[config.mk]
export PLATFORM = sky130hd
export DESIGN_NAME = aclk_ctrl_multi
export DESIGN_NICKNAME = d
export VERILOG_FILES = /design/src/rtl/aclk_pkg.sv /design/src/rtl/aclk_ctrl_multi_sec_timer.sv /design/src/rtl/aclk_ctrl_multi.sv
export SDC_FILE = /design/constraint.sdc
export NUM_CORES = 1
export LEC_CHECK = 0
export BUFFER_PORTS_ARGS = -buffer_cell sky130_fd_sc_hd__buf_2
export CORE_MARGIN = 4
export CORE_UTILIZATION = 53
export DETAILED_ROUTE_END_ITERATION = 12
export PLACE_DENSITY = 0.81
export SETUP_SLACK_MARGIN = 0.02
export SYNTH_ARGS = -nofsm -noshare
export SYNTH_HDL_FRONTEND = slang
export SYNTH_HIERARCHICAL = 1
export SYNTH_SLANG_ARGS = --single-unit
export TNS_END_PERCENT = 30
[constraint.sdc]
create_clock -name clock -period 4.8 [get_ports clock]
set_input_delay 0.72 -clock clock [delete_from_list [all_inputs] [get_ports clock]]
set_output_delay 0.72 -clock clock [all_outputs]
set_load 0.05 [all_outputs]
[src/rtl/aclk_pkg.sv]
// Shared definitions for the alarm-clock keypad controller: state encodings,
// default key codes and small constant-width helpers.
package aclk_pkg;

  localparam logic [2:0] ST_SHOW_TIME        = 3'd0;
  localparam logic [2:0] ST_KEY_STORED       = 3'd1;
  localparam logic [2:0] ST_KEY_WAITED       = 3'd2;
  localparam logic [2:0] ST_KEY_ENTRY        = 3'd3;
  localparam logic [2:0] ST_SHOW_ALARM       = 3'd4;
  localparam logic [2:0] ST_SET_ALARM_TIME   = 3'd5;
  localparam logic [2:0] ST_SET_CURRENT_TIME = 3'd6;

  typedef enum logic [2:0] {
    SHOW_TIME        = ST_SHOW_TIME,
    KEY_STORED       = ST_KEY_STORED,
    KEY_WAITED       = ST_KEY_WAITED,
    KEY_ENTRY        = ST_KEY_ENTRY,
    SHOW_ALARM       = ST_SHOW_ALARM,
    SET_ALARM_TIME   = ST_SET_ALARM_TIME,
    SET_CURRENT_TIME = ST_SET_CURRENT_TIME
  } aclk_state_e;

  localparam int ACLK_NOKEY = 10;
  localparam int TIMER_W    = 4;

  function automatic int clog2_f(input int value);
    int r;
    int v;
    r = 0;
    v = value - 1;
    while (v > 0) begin
      r = r + 1;
      v = v >> 1;
    end
    return r;
  endfunction

  // A single alarm still needs a 1-bit select port.
  function automatic int sel_w_f(input int n);
    return (n > 1) ? clog2_f(n) : 1;
  endfunction

endpackage

[src/rtl/aclk_ctrl_multi_sec_timer.sv]
// Counts one_second pulses while enabled; time_out flags the pulse that
// completes TIMEOUT_SEC seconds since the last clear.
module aclk_sec_timer
  import aclk_pkg::*;
#(
  parameter int TIMEOUT_SEC = 10
) (
  input  logic               clock,
  input  logic               reset,
  input  logic               clear,
  input  logic               enable,
  input  logic               one_second,
  output logic               time_out,
  output logic [TIMER_W-1:0] count
);

  logic [TIMER_W-1:0] count_q;
  logic [TIMER_W-1:0] count_d;

  always_comb begin
    count_d = count_q;
    if (clear) begin
      count_d = '0;
    end else if (enable && one_second) begin
      count_d = count_q + 1'b1;
    end
  end

  always_ff @(posedge clock or posedge reset) begin
    if (reset) begin
      count_q <= '0;
    end else begin
      count_q <= count_d;
    end
  end

  // Fires on the pulse itself, so the FSM leaves in the same edge.
  assign time_out = enable && one_second && (count_q == TIMER_W'(TIMEOUT_SEC - 1));
  assign count    = count_q;

endmodule

[src/rtl/aclk_ctrl_multi.sv]
// Keypad sequencing FSM for the alarm clock: digit entry, stuck-key and idle
// timeouts, and load strobes for the current-time counter and alarm bank.
module aclk_ctrl_multi
  import aclk_pkg::*;
#(
  parameter int NUM_ALARMS  = 2,
  parameter int TIMEOUT_SEC = 10,
  parameter int DIGITS      = 4,
  parameter int KEY_W       = 4,
  parameter int NOKEY       = ACLK_NOKEY,
  localparam int SEL_W      = sel_w_f(NUM_ALARMS),
  localparam int DCNT_W     = clog2_f(DIGITS + 1)
) (
  input  logic                  clock,
  input  logic                  reset,
  input  logic                  one_second,
  input  logic                  alarm_button,
  input  logic                  time_button,
  input  logic [KEY_W-1:0]      key,
  input  logic [SEL_W-1:0]      alarm_sel,
  output logic                  shift,
  output logic                  show_new_time,
  output logic                  show_a,
  output logic [SEL_W-1:0]      show_sel,
  output logic [NUM_ALARMS-1:0] load_new_a,
  output logic                  load_new_c,
  output logic                  reset_count,
  output logic                  entry_full,
  output logic [2:0]            state_dbg,
  output logic [TIMER_W-1:0]    timer_dbg,
  output logic [DCNT_W-1:0]     digit_cnt_dbg
);

  aclk_state_e           state_q, state_d;
  logic [DCNT_W-1:0]     digit_cnt_q, digit_cnt_d;
  logic [SEL_W-1:0]      show_sel_q, show_sel_d;
  logic                  shift_q, shift_d;
  logic                  show_new_time_q, show_new_time_d;
  logic                  show_a_q, show_a_d;
  logic [NUM_ALARMS-1:0] load_new_a_q, load_new_a_d;
  logic                  load_new_c_q, load_new_c_d;

  logic key_valid;
  logic in_wait;
  logic time_out;
  logic timer_clear;
  logic full;

  assign key_valid   = (key != KEY_W'(NOKEY));
  assign in_wait     = (state_q == KEY_WAITED) || (state_q == KEY_ENTRY);
  assign full        = (digit_cnt_q == DCNT_W'(DIGITS));
  assign timer_clear = !in_wait || (state_d != state_q);

  aclk_sec_timer #(
    .TIMEOUT_SEC(TIMEOUT_SEC)
  ) u_sec_timer (
    .clock      (clock),
    .reset      (reset),
    .clear      (timer_clear),
    .enable     (in_wait),
    .one_second (one_second),
    .time_out   (time_out),
    .count      (timer_dbg)
  );

  always_comb begin
    state_d = state_q;
    case (state_q)
      SHOW_TIME: begin
        if (alarm_button)   state_d = SHOW_ALARM;
        else if (key_valid) state_d = KEY_STORED;
      end
      KEY_STORED: state_d = KEY_WAITED;
      KEY_WAITED: begin
        if (!key_valid)    state_d = KEY_ENTRY;
        else if (time_out) state_d = SHOW_TIME;
      end
      KEY_ENTRY: begin
        if (alarm_button)            state_d = SET_ALARM_TIME;
        else if (time_button)        state_d = SET_CURRENT_TIME;
        else if (time_out)           state_d = SHOW_TIME;
        else if (key_valid && !full) state_d = KEY_STORED;
      end
      SHOW_ALARM: begin
        if (!alarm_button) state_d = SHOW_TIME;
      end
      SET_ALARM_TIME:   state_d = SHOW_TIME;
      SET_CURRENT_TIME: state_d = SHOW_TIME;
      default:          state_d = SHOW_TIME;
    endcase

    digit_cnt_d = digit_cnt_q;
    if (state_q == SHOW_TIME) begin
      digit_cnt_d = '0;
    end else if ((state_q == KEY_STORED) && !full) begin
      digit_cnt_d = digit_cnt_q + 1'b1;
    end

    // Out-of-range selects fall back to alarm 0 so the strobe stays one-hot.
    show_sel_d = show_sel_q;
    if ((state_d != state_q) && ((state_d == SHOW_ALARM) || (state_d == SET_ALARM_TIME))) begin
      if (32'(alarm_sel) >= 32'(NUM_ALARMS)) show_sel_d = '0;
      else                                   show_sel_d = alarm_sel;
    end

    // Outputs are decoded from the next state so they land in the flop
    // alongside it and read as pure Moore decodes of the registered state.
    shift_d         = (state_d == KEY_STORED);
    show_new_time_d = (state_d == KEY_STORED) || (state_d == KEY_WAITED) ||
                      (state_d == KEY_ENTRY);
    show_a_d        = (state_d == SHOW_ALARM);
    load_new_c_d    = (state_d == SET_CURRENT_TIME);
    load_new_a_d    = '0;
    for (int i = 0; i < NUM_ALARMS; i++) begin
      load_new_a_d[i] = (state_d == SET_ALARM_TIME) && (show_sel_d == SEL_W'(i));
    end
  end

  always_ff @(posedge clock or posedge reset) begin
    if (reset) begin
      state_q         <= SHOW_TIME;
      digit_cnt_q     <= '0;
      show_sel_q      <= '0;
      shift_q         <= 1'b0;
      show_new_time_q <= 1'b0;
      show_a_q        <= 1'b0;
      load_new_a_q    <= '0;
      load_new_c_q    <= 1'b0;
    end else begin
      state_q         <= state_d;
      digit_cnt_q     <= digit_cnt_d;
      show_sel_q      <= show_sel_d;
      shift_q         <= shift_d;
      show_new_time_q <= show_new_time_d;
      show_a_q        <= show_a_d;
      load_new_a_q    <= load_new_a_d;
      load_new_c_q    <= load_new_c_d;
    end
  end

  assign shift         = shift_q;
  assign show_new_time = show_new_time_q;
  assign show_a        = show_a_q;
  assign show_sel      = show_sel_q;
  assign load_new_a    = load_new_a_q;
  assign load_new_c    = load_new_c_q;
  assign reset_count   = load_new_c_q;
  assign entry_full    = full;
  assign state_dbg     = state_q;
  assign digit_cnt_dbg = digit_cnt_q;

endmodule

# == After elaboration in Yosys (flattened, before gate mapping) ==
# Index checks and enable logic that the tools add are counted.
# Widths: inputs -> output; s select.
# totals
output_inout_bits,19
regBits,17
input_bits,10
# classes
n_reduce_logical,17
n_mux,15
n_eq_ne,14
n_bitwise,1
addsub,2
# op_table
operator,count
$mux 3,11
$eq 3x3->1 const B,5
$pmux 3 s5,1
$eq 3x2->1 const B,4
$mux 4,2
$logic_and 1x1->1,7
$eq 3x1->1 const B,2
$logic_or 1x1->1,5
$add 4x1->4 const B,1
$eq 4x4->1 const B,1
$ne 4x4->1 const B,1
$reduce_bool 2->1,2
$add 3x1->3 const B,1
$logic_not 3->1,1
$ne 3x3->1,1
$logic_not 1->1,2
$mux 1,1
$not 1->1,1

# == Depth between registers and ports, before layout ==
# Gate-level depths: netlist of the first run.
# logic_depth
ltp_word,14
depth_mapped,9
mapped_depth_nobuf,9

# == Hierarchy ==
# The synthesis of the first run kept the hierarchy.
# by_module_without_submodules
module,area_each_um2,n_inst,cells_each,seq_area_each_um2
aclk_ctrl_multi,749.5,1,79,325.3
aclk_sec_timer,212.7,1,22,100.1

# == Least setup slack after synthesis of the first run ==
# OpenSTA, ideal clock, no wires.
# synth_timing
path_type,reg2reg
from,reg state_q[2] (netlist: state_dbg[2])
to,reg show_sel_q (netlist: show_sel)
required_ns,4.675
slack_ns,2.273
setup_time_ns,0.125
period_less_slack_ns,2.527
arrival_ns,2.402
path_stages_with_launch,9
cell_sequence,dfrtp_1 nand2b_4 inv_2 nand2_2 nor3_1 a2111oi_4 a221oi_4 nand2_1 mux2_4
# synth_between
elab_chain_cells,12
# synth_rtl
element,line,source
"start, declared",aclk_ctrl_multi.sv:34,"aclk_state_e state_q, state_d;"
"start signal, assigned",aclk_ctrl_multi.sv:130,state_q <= state_d;
$eq 3x2->1,aclk_ctrl_multi.sv:50,assign in_wait = (state_q == KEY_WAITED) || (state_q == KEY_ENTRY);
$logic_or 1x1->1 (*),aclk_ctrl_multi.sv:50,
via in_wait,aclk_ctrl_multi.sv:44,logic in_wait;
$logic_and 1x1->1 (*) (2 in a row),aclk_ctrl_multi_sec_timer.sv:38,assign time_out = enable && one_second && (count_q == TIMER_W'(TIMEOUT_SEC - 1));
via time_out,aclk_ctrl_multi.sv:45,logic time_out;
$mux 3,aclk_ctrl_multi.sv:81,else if (time_out) state_d = SHOW_TIME;
$mux 3,aclk_ctrl_multi.sv:80,else if (time_button) state_d = SET_CURRENT_TIME;
$mux 3,aclk_ctrl_multi.sv:79,if (alarm_button) state_d = SET_ALARM_TIME;
$pmux 3 s5 (*),aclk_ctrl_multi.sv:68,case (state_q)
$eq 3x3->1,aclk_ctrl_multi.sv:101,if ((state_d != state_q) && ((state_d == SHOW_ALARM) || (state_d == SET_ALARM_TIME))) begin
$logic_or 1x1->1,aclk_ctrl_multi.sv:101,
$logic_and 1x1->1 (*),aclk_ctrl_multi.sv:101,
$mux 1 (*),aclk_ctrl_multi.sv:101,
via show_sel_d,aclk_ctrl_multi.sv:36,"logic [SEL_W-1:0] show_sel_q, show_sel_d;"
"end signal, assigned",aclk_ctrl_multi.sv:132,show_sel_q <= show_sel_d;
"end, declared",aclk_ctrl_multi.sv:36,
# The timed path passes the listed nets; every way through them passes the cells marked *.
# A chain may end at the register's enable or synchronous reset.

# == Final worst setup path of the first run ==
# Ends and elaborated chain as after synthesis.

==> reports/qor.txt, run 1 <==
area grow syn2layout: 18.7%
Initial Util: 55.7%
VDD IR-drop max: 0.000519 V
clock share of power: 11.5%
Yosys warnings: 6
Net Switching: 349 µW
drt first pass iters: 4
Core Area: 1730 µm²
Least-Margin Pin Slew: 678 ps
Net Sw Frac: 52.7%
Synth area leaders: dfrtp_1 44%, ha_1 5.2%, inv_1 4.3%, nand2_1 3.9%, nor2_1 3.9%
full die area: 2560 µm²
Synth area leader: dfrtp_1
Post-synth EDFFs: 0
ANT cells: 0
Hold Buf Count CTS: 0
# Post-CTS Setup Buffers: 0
vias in the first global route: 782
CP Max Fanout: 9
initial drt markers: 24
hpwl dp: 1.55 mm
worst path required time: 4990 ps
setup TNS: 0 ps
CTS tree: yes
first-pass GRT wire length: 3.43 mm
CTS HTree Levels: 1
TritonCTS Buffers: 3
total wire length: 1.91 mm
Vias: 815
ys async rst share: 100%
Die X: 50.6 µm
commonest register cell after synthesis: dfrtp_1
Max Cap Viol: 0
gr ovfl total: 0
initial antenna violation count: 0
WL per Instance: 12.2 µm
Final Skew: 2.54 ps
CTS root buf: clkbuf_4
RePlAce Congestion: 0.926
synthesized area: 962 µm²
register cell area after layout: 425 µm²
worst path arrival time: 2720 ps
post-CTS sizing: 0
routed vias/inst: 5.22
post-synth net total: 115
fin. max-slew vios: 0
Max Freq: 0.395 GHz
clk_lat worst skew: 290 ps
largest net degree at the start of global routing: 14
Yosys reg bits: 17
final period utilization: 52.8%
Synth cell types: 35
Crit-path slowest cell: nor3_1
Pwr Density: 580 nW/µm²
Mean Syn Cell Area: 9.53 µm²
Crit path buffers/inverters: 1
Crit path max-delay family: simple AND/OR/NAND/NOR gates
Leak: 0.000596 µW
Hold Crit Class: input port to async pin
top-area cell type share of the netlist area: 44.2%
Sequential Power Share: 33.6%
Gate power share: 54.9%
kind of critical path: register to register
drt drc: 0
Power, Total: 663 µW
final layout net count: 146
RSZ-0062 raised after global routing: no
footprint of the multi-input gates: 465 µm²
GRT Util Overall: 18.0%
slowest stage delay, CP: 570 ps
CP Launch Type: register
Internal: 313 µW
clk slew on worst S/H paths: 100 ps
die height: 50.6 µm
Fin. Hold Viols: 0
Slew HR: 54.5%
Fill cells: 155
IO buf count: 28
IO Pins: 29
ratio of cells with drive above 1 in the final layout: 30.5%
capturing element type of the critical path: register
Post-Syn Instances: 101
final antenna-violating net count: 0
register area share after synthesis: 44.2%
FP Rows: 15
fin crit period: 2530 ps
Clock Path Buffers: 2
status: complete, no violations
Clock Sinks: 17
crit path cell chain: nand2b_4, inv_2, nand2_2, nor3_1, a211oi_1, a221oi_4, nand2_1, mux2_4
final setup fails: 0
==> layout by cell type, fill, tap and decap left out, types with 2 or more instances in the layout <==
| cell type | count |
|---|---|
| buf_2 | 28 |
| nor3_1 | 3 |
| inv_2 | 2 |
| clkbuf_4 | 3 |
| inv_1 | 11 |
| dfrtp_1 | 17 |
| nor2_1 | 10 |
| ha_1 | 4 |
| o21ai_0 | 7 |
| nand3_1 | 5 |
| a21oi_1 | 6 |
| nand2_1 | 10 |
| xor2_1 | 2 |
==> power by group through the flow <==
stage	Sequential [µW]	Combinational, µW	Clock [µW]
global route	228	395	90.1
finish	223	364	76.2
floorplan	340	179	0
CTS	222	367	79.0
global placement	223	361	0
detailed placement	225	366	0
==> per-stage QoR <==
step | hold slack, ps | area, µm² | worst slack, ps | cells | utilization (%)
2_1_floorplan | 486 | 962 | 2270 | 101 | -
3_3_place_gp | 496 | 1110 | 2340 | 152 | 64.6
6_report | 304 | 1140 | 2270 | 156 | 66.2
4_1_cts | 300 | 1140 | 2290 | 156 | 66.2
5_1_grt | 288 | 1140 | 2090 | 156 | 66.2
3_5_place_dp | 502 | 1110 | 2280 | 152 | 64.6
==> area by class of cell <==
| cell class | instances | share of cell area [%] |
|---|---|---|
| Multi-Input combinational cell | 68 | 40.7 |
| Sequential cell | 17 | 37.2 |
| Timing Repair Buffer | 28 | 12.3 |
| Inverter | 14 | 4.60 |
| Tap cell | 25 | 2.74 |
| Clock buffer | 3 | 1.97 |
| Clock inverter | 1 | 0.438 |
==> state kept, by name (all words and copies together), names as in the netlist <==
register           count
u_sec_timer/count      4
digit_cnt_dbg          3
state_dbg              3
load_new_a             2
load_new_c             1
shift                  1
show_a                 1
show_new_time          1
show_sel               1
==> layer usage <==
layer / global-route usage, % / share of wire [%] / vias to the layer above
met2: 28.0 / 47 / 33
met1: 21.9 / 44 / 362
met3: 5.93 / 5.9 / 8
li1: - / - / 412
met5: 0 / 0 / -
met4: 9.42 / 3.0 / 0
==> cell usage after synthesis, types with 2 or more instances <==
cell type	count
a21oi_1	6
dfrtp_1	17
ha_1	4
inv_1	11
inv_2	2
nand2_1	10
nand3_1	5
nor2_1	10
nor3_1	3
o21ai_0	7
xor2_1	2
==> worst paths after layout <==
kind	startpoint	end	slack, ps	cells after the start
min in group clock	show_sel$_DFF_PP0_	show_sel$_DFF_PP0_	530	1
worst min register to register	show_sel$_DFF_PP0_	show_sel$_DFF_PP0_	530	1
worst max-delay path	state_dbg[2]$_DFF_PP0_	show_sel$_DFF_PP0_	2270	8
worst max register to register	state_dbg[2]$_DFF_PP0_	show_sel$_DFF_PP0_	2270	8
worst min-delay path	reset	u_sec_timer/count[3]$_DFFE_PP0P_	300	2
max in group asynchronous	reset	show_a$_DFF_PP0_	4040	2
==> cells by family (layout without fill, tap and decap cells) <==
kind of cell | count (synthesis) | in the layout | share of synthesized area [%]
compound gates | 24 | 24 | 19.9
xor+xnor | 2 | 2 | 1.82
fa+ha+maj | 4 | 4 | 5.20
buf+inv | 16 | 46 | 7.41
flops | 17 | 17 | 44.2
mux | 1 | 1 | 1.56
simple gates | 37 | 37 | 19.9
==> worst register-to-register path, cell delays in order (launching register included) <==
cell	delay, ps
dfrtp_1	480
nand2b_4	210
inv_2	140
nand2_2	100
nor3_1	570
a211oi_1	230
a221oi_4	290
nand2_1	110
mux2_4	300
No activity file was read; power rests on OpenSTA's default activity.
==> run 2: changes to the inputs <==
--- a/config.mk
+++ b/config.mk
@@ -5,11 +5,12 @@
 export SDC_FILE = /design/constraint.sdc
 export NUM_CORES = 1
 export LEC_CHECK = 0
+export ABC_AREA = 1
 export BUFFER_PORTS_ARGS = -buffer_cell sky130_fd_sc_hd__buf_2
 export CORE_MARGIN = 4
-export CORE_UTILIZATION = 53
+export CORE_UTILIZATION = 50
 export DETAILED_ROUTE_END_ITERATION = 12
-export PLACE_DENSITY = 0.81
+export PLACE_DENSITY = 0.76
 export SETUP_SLACK_MARGIN = 0.02
 export SYNTH_ARGS = -nofsm -noshare
 export SYNTH_HDL_FRONTEND = slang
==> constraint.sdc (replaced) <==
create_clock -name clock -period 2.65 [get_ports clock]
set_input_delay 0.3975 -clock clock [delete_from_list [all_inputs] [get_ports clock]]
set_output_delay 0.3975 -clock clock [all_outputs]
set_load 0.05 [all_outputs]
==> reports/qor.txt, run 2 <==
WL per Instance: 11.7 µm (-4.1%)
Post-Layout Cell Count: 188 (+21%)
placed insts: 183 (+20%)
Post-Syn Instances: 131 (+30%)
VDD IR-drop max: 0.000580 V (+12%)
Slew HR: 66.5% (+12 points)
CTS tree: yes
IO Pins: 29 (unchanged)
Util after Layout: 66.7% (+0.58 points)
CTS HTree Levels: 1 (unchanged)
commonest register cell after synthesis: dfrtp_1
Clock Sinks: 17 (unchanged)
final period utilization: 84.0% (+31 points)
Pwr Density: 1010 nW/µm² (+74%)
CP Max Fanout: 8 (-1)
Setup Slack @ Placement: 455 ps (-1820 ps)
final setup fails: 0 (unchanged)
vias in the first global route: 822 (+5.1%)
most common cell in the synthesized netlist: nand2_1
Synth top cells by count: 30 x nand2_1, 24 x inv_1, 17 x dfrtp_1, 14 x nor2_1, 9 x nand3_1
final worst-path setup slack: 424 ps (-1840 ps)
Die X: 52.7 µm (+4.1%)
Max Freq: 0.449 GHz (+14%)
clk_lat worst skew: 290 ps (about the same)
worst path arrival time: 2430 ps (-290 ps)
Clock Path Buffers: 2 (unchanged)
Max Cap Viol: 0 (unchanged)
Mean Syn Cell Area: 7.62 µm² (-20%)
RePlAce Congestion: 0.918 (-0.96%)
kind of critical path: register to register
Yosys warnings: 6 (unchanged)
post-synth net total: 145 (+26%)
Vias: 929 (+14%)
largest net degree at the start of global routing: 14 (unchanged)
IO buf count: 28 (unchanged)
first-pass GRT wire length: 3.62 mm (+5.6%)
status: complete, no violations
die height: 52.7 µm (+4.1%)
fin. max-slew vios: 0 (unchanged)
commonest cells after routing, fill and taps aside: 30 x nand2_1, 28 x buf_2, 24 x inv_1
Initial Util: 55.4% (-0.31 points)
CTS root buf: clkbuf_4
register area share after synthesis: 42.6% (-1.6 points)
Fill cells: 168 (+8.4%)
most common cell after layout, fill and taps aside: nand2_1
RSZ-0062 raised after global routing: no
drt first pass iters: 4 (unchanged)
FP Rows: 15 (unchanged)
full die area: 2780 µm² (+8.4%)
post-CTS sizing: 0 (unchanged)
GRT Util Overall: 17.7% (-0.23 points)
Final Skew: 2.56 ps (+0.0155 ps)
fin crit period: 2230 ps (-308 ps)
final antenna-violating net count: 0 (unchanged)
initial antenna violation count: 0 (unchanged)
hpwl dp: 1.77 mm (+14%)
ANT cells: 0 (unchanged)
Leak: 0.000700 µW (+18%)
Yosys reg bits: 17 (unchanged)
Least-Margin Pin Slew: 502 ps (-176 ps)
TritonCTS Buffers: 3 (unchanged)
Largest register FFs: 4 (unchanged)
initial drt markers: 23 (-4.2%)
total wire length: 2.20 mm (+16%)
routed vias/inst: 4.94 (-5.4%)
top-area cell type share of the netlist area: 42.6% (-1.6 points)
Synth cell types: 24 (-31%)
Synth area leaders: dfrtp_1 43%, nand2_1 11%, inv_1 9.0%, nor2_1 5.3%, ha_1 5.0%
Core Area: 1800 µm² (+4.3%)
Hold Crit Class: input port to register
ratio of cells with drive above 1 in the final layout: 30.7% (+0.14 points)
synthesized area: 998 µm² (+3.8%)
clk slew on worst S/H paths: 110 ps (about the same)
setup TNS: 0 ps (unchanged)
ys async rst share: 100% (unchanged)
Synth area leader: dfrtp_1
drt drc: 0 (unchanged)
worst path required time: 2860 ps (-2130 ps)
final layout net count: 178 (+22%)
Post-synth EDFFs: 0 (unchanged)
capturing element type of the critical path: register
area grow syn2layout: 20.4%
gr ovfl total: 0 (unchanged)
Fin. Hold Viols: 0 (unchanged)
CP Launch Type: register
==> run 2: cell types whose count changed in the layout (fill, tap and decap cells not counted), moves of 2 or more <==
cell,change
nand2_1,+20
inv_1,+13
o21ai_0,-6
nand2_2,+4
nand3_1,+4
nor2_1,+4
nor2_2,+4
a21oi_1,-3
nand4_1,+2
==> run 2: metrics by stage <==
step / total power [µW] / cell area [µm²] / hold WS, ps
3_3_place_gp: 1050 / 1160 / 297
6_report: 1220 / 1200 / 388
2_1_floorplan: 918 / 998 / 164
3_5_place_dp: 1070 / 1160 / 303
5_1_grt: 1310 / 1200 / 395
4_1_cts: 1220 / 1200 / 383
==> run 2: final cells by class <==
class | instances | area [µm²] | area share [%]
sequential | 17 | 425 | 35.4
timing repair buffer | 29 | 150 | 12.5
clock buffer | 3 | 22.5 | 1.87
clock inverter | 1 | 7.51 | 0.624
inverter | 26 | 97.6 | 8.12
multi-input combinational | 87 | 468 | 38.9
tap | 25 | 31.3 | 2.60
==> run 2: layer usage <==
layer  share of wire (%)  global-route usage [%]
met5                   0                       0
met4                 1.3                    2.55
met3                 6.0                    5.70
met2                  50                    30.6
met1                  43                    21.9
==> run 2: report_power, final <==
group / leakage (µW) / switching, µW / internal [µW]
Clock: 0.0000139 / 89.2 / 57.4
Combinational: 0.000458 / 521 / 167
Sequential: 0.000228 / 58.1 / 323
==> run 2: path summary, 6_finish.rpt <==
check / startpoint / endpoint / slack (ps) / cells after the start
worst max-delay path: state_dbg[2]$_DFF_PP0_ / u_sec_timer/count[1]$_DFFE_PP0P_ / 420 / 13
worst min-delay path: alarm_sel / show_sel$_DFF_PP0_ / 390 / 3
worst max register to register: state_dbg[2]$_DFF_PP0_ / u_sec_timer/count[1]$_DFFE_PP0P_ / 420 / 13
worst min register to register: show_sel$_DFF_PP0_ / show_sel$_DFF_PP0_ / 550 / 2
max in group asynchronous: reset / show_a$_DFF_PP0_ / 1640 / 3
min in group asynchronous: reset / u_sec_timer/count[3]$_DFFE_PP0P_ / 540 / 3
==> run 2: cell families after synthesis <==
logic type	synth area share (%)
and+or+nand+nor	34.2
adders and majority gates	5.01
AOI/OAI and AO/OA	6.77
buffers and inverters	10.5
xor gates and xnor gates	0.877
DFF	42.6
==> run 2: worst max-delay path: stages (launching register included) <==
cell and delay [ps]:
dfrtp_1 490, nor2_2 250, nand2_2 150, nor2_1 200, nor2_1 90, inv_1 60
nand2_1 60, a21oi_2 210, nand3_1 100, nand2_1 110, nand4_1 140, inv_1 130
nand3_1 80, o31ai_1 70
==> run 2: repair_timing <==
item | CTS | global route
endpoints found under the hold margin | 4 | 0
buffers inserted | 0 | 0
hold buffers | 1 | 0
==> run 3: changes to the inputs <==
--- a/config.mk
+++ b/config.mk
@@ -5,12 +5,12 @@
 export SDC_FILE = /design/constraint.sdc
 export NUM_CORES = 1
 export LEC_CHECK = 0
-export ABC_AREA = 1
+export ABC_AREA = 0
 export BUFFER_PORTS_ARGS = -buffer_cell sky130_fd_sc_hd__buf_2
 export CORE_MARGIN = 4
-export CORE_UTILIZATION = 50
+export CORE_UTILIZATION = 45
 export DETAILED_ROUTE_END_ITERATION = 12
-export PLACE_DENSITY = 0.76
+export PLACE_DENSITY = 0.73
 export SETUP_SLACK_MARGIN = 0.02
 export SYNTH_ARGS = -nofsm -noshare
 export SYNTH_HDL_FRONTEND = slang
==> constraint.sdc (replaced) <==
create_clock -name clock -period 1.85 [get_ports clock]
set_input_delay 0.2775 -clock clock [delete_from_list [all_inputs] [get_ports clock]]
set_output_delay 0.2775 -clock clock [all_outputs]
set_load 0.05 [all_outputs]
==> reports/qor.txt, run 3 (synthesis gave the netlist of run 1 again) <==
Pwr Density: 1450 nW/µm² (+43%)
Largest register FFs: 4 (unchanged)
GRT Util Overall: 18.2% (+0.46 points)
final layout net count: 161 (-9.6%)
Crit path buffers/inverters: 1 (-1)
final setup fails: 1 (+1)
die height: 54.2 µm (+3.0%)
met3 wire len: 138 µm (+3.8%)
clk slew on worst S/H paths: 100 ps (about the same)
RePlAce Congestion: 0.841 (-8.3%)
Highest Signal Layer: met4
full die area: 2940 µm² (+6.0%)
final instance area: 1330 µm² (+11%)
commonest cells after routing, fill and taps aside: 27 x buf_2, 13 x buf_4, 11 x dfrtp_1
routed vias/inst: 5.25 (+6.2%)
Leak: 0.000655 µW (-6.4%)
Initial Util: 48.1% (-7.4 points)
Setup Slack @ Placement: -72.4 ps (-528 ps)
Fill cells: 168 (unchanged)
Net Sw Frac: 50.2% (-4.8 points)
ANT cells: 0 (unchanged)
Max Freq: 0.533 GHz (+19%)
final antenna-violating net count: 0 (unchanged)
VDD IR-drop max: 0.00112 V (+92%)
Sequential Power Share: 27.3% (-4.1 points)
Clock Path Buffers: 2 (unchanged)
Gate power share: 62.7% (+6.1 points)
Internal: 962 µW (+76%)
WL per Instance: 13.3 µm (+14%)
total wire length: 2.30 mm (+4.5%)
largest net degree at the start of global routing: 14 (unchanged)
ratio of cells with drive above 1 in the final layout: 47.9% (+17 points)
hold slack final: 161 ps (-228 ps)
Max Cap Viol: 0 (unchanged)
Least-Margin Pin Slew: 487 ps (-15.2 ps)
fin. max-slew vios: 0 (unchanged)
Post-Layout Cell Count: 173 (-8.0%)
first-pass GRT wire length: 3.80 mm (+4.9%)
Final Skew: 6.47 ps (+3.91 ps)
status: finished with violations
Placed Area: 1220 µm² (+5.4%)
initial antenna violation count: 0 (unchanged)
CP Launch Type: register
CP Max Fanout: 4 (-4)
Worst Hold Endpoint: load_new_a[0]$_DFF_PP0_
Worst Hold Depth: 2 (-1)
slowest stage delay, CP: 420 ps (-70 ps)
area grow syn2layout: 38.6%
IO buf count: 28 (unchanged)
FP Rows: 16 (+1)
RSZ-0062 raised after global routing: yes
crit path cell chain: inv_2, ha_4, nand2_2, nor3_4, a2111oi_4, a221oi_4, nand2_1, mux2_4
met2 WL: 1.28 mm (+17%)
Hold Crit Class: input port to register
vias in the first global route: 910 (+11%)
drt first pass iters: 4 (unchanged)
initial drt markers: 11 (-52%)
kind of critical path: register to register
IO Pins: 29 (unchanged)
Net Switching: 970 µW (+45%)
most common cell after layout, fill and taps aside: buf_2
Util after Layout: 66.6% (-0.11 points)
drt drc: 0 (unchanged)
final period utilization: 101% (+17 points)
TritonCTS Buffers: 3 (unchanged)
Crit path max-delay family: simple AND/OR/NAND/NOR gates
capturing element type of the critical path: register
worst path arrival time: 2060 ps (-370 ps)
min-delay src: alarm_sel
worst path required time: 2030 ps (-830 ps)
clk_lat worst skew: 290 ps (about the same)
CTS HTree Levels: 1 (unchanged)
Clock Sinks: 17 (unchanged)
Slew HR: 67.5% (+1.0 points)
Crit Reg-Reg Endpoint: show_sel$_DFF_PP0_
CTS tree: yes
failing checks: setup timing
flop2flop setup slack: -30 ps (-450 ps)
Vias: 908 (-2.3%)
Crit-path slowest cell: dfrtp_2
gr ovfl total: 0 (unchanged)
placed insts: 164 (-10%)
Core Area: 2000 µm² (+11%)
final worst-path setup slack: -26.3 ps (-451 ps)
hpwl dp: 1.76 mm (-0.79%)
Reg2Reg Launch Point: u_sec_timer/count[1]$_DFFE_PP0P_
worst reg2reg path depth: 8 (-5)
Metal-1 WL: 853 µm (-9.0%)
CTS root buf: clkbuf_4
clock share of power: 10.0% (-2.1 points)
Die X: 54.2 µm (+3.0%)
fin crit period: 1880 ps (-349 ps)
Fin. Hold Viols: 0 (unchanged)
==> run 3: cell count changes in the layout (fill, tap and decap cells not counted), moves of 4 or more <==
cell,before,now
nand2_1,30,9
inv_1,24,8
buf_4,0,13
dfrtp_1,17,11
dfrtp_2,0,6
nor2_1,14,8
o21ai_0,1,6
nand2_2,5,1
nand3_1,9,5
==> run 3: how the worst max path moves through the flow <==
stage                                           from                                to  depth (start not counted)
detailed placement  u_sec_timer/count[0]$_DFFE_PP0P_  u_sec_timer/count[1]$_DFFE_PP0P_                          7
floorplan                     state_dbg[2]$_DFF_PP0_                show_sel$_DFF_PP0_                          8
global placement    u_sec_timer/count[1]$_DFFE_PP0P_                show_sel$_DFF_PP0_                          8
finish              u_sec_timer/count[1]$_DFFE_PP0P_                show_sel$_DFF_PP0_                          8
global route        u_sec_timer/count[1]$_DFFE_PP0P_                show_sel$_DFF_PP0_                          8
CTS                           state_dbg[2]$_DFF_PP0_                show_sel$_DFF_PP0_                          8
==> run 3: what timing repair did <==
action,in CTS,in global routing
endpoints found under the hold margin,4,0
pin swaps,10,5
setup buffers,4,0
setup endpoints to repair,3,8
hold buffers,1,0
resized for setup,8,5
==> run 3: stage by stage <==
stage / TNS (ps) / power [µW]
3_3_place_gp: 0 / 1650
2_1_floorplan: -524 / 1380
3_5_place_dp: -126 / 1670
5_1_grt: -309 / 2060
4_1_cts: -92.0 / 1930
6_report: -26.3 / 1930
==> run 3: worst reg2reg max path: stages (launching register included) <==
cell and delay [ps]:
dfrtp_2 420, inv_2 60, ha_4 120, nand2_2 60
nor3_4 260, a2111oi_4 130, a221oi_4 270, nand2_1 130
mux2_4 310
==> run 3: final cells by class <==
type | instances | area (µm²) | area share [%]
well taps | 27 | 33.8 | 2.53
multi-input cells | 68 | 518 | 38.8
inverters | 14 | 61.3 | 4.60
flip-flops and latches | 17 | 433 | 32.5
clock buffers | 4 | 26.3 | 1.97
repair buffers | 43 | 262 | 19.6
==> run 3: power by group through the flow <==
stage          logic, µW  clock network, µW  registers (µW)
6_report            1210                194             527
5_1_grt             1300                215             538
4_1_cts             1190                203             528
3_5_place_dp        1140                  0             534
3_3_place_gp        1120                  0             532
2_1_floorplan        486                  0             891
==> run 3: layer usage <==
metal	GRT usage, %	up-vias
met1	18.0	437
met3	5.18	4
li1	-	440
met4	6.22	0
met2	35.5	27
met5	0	-
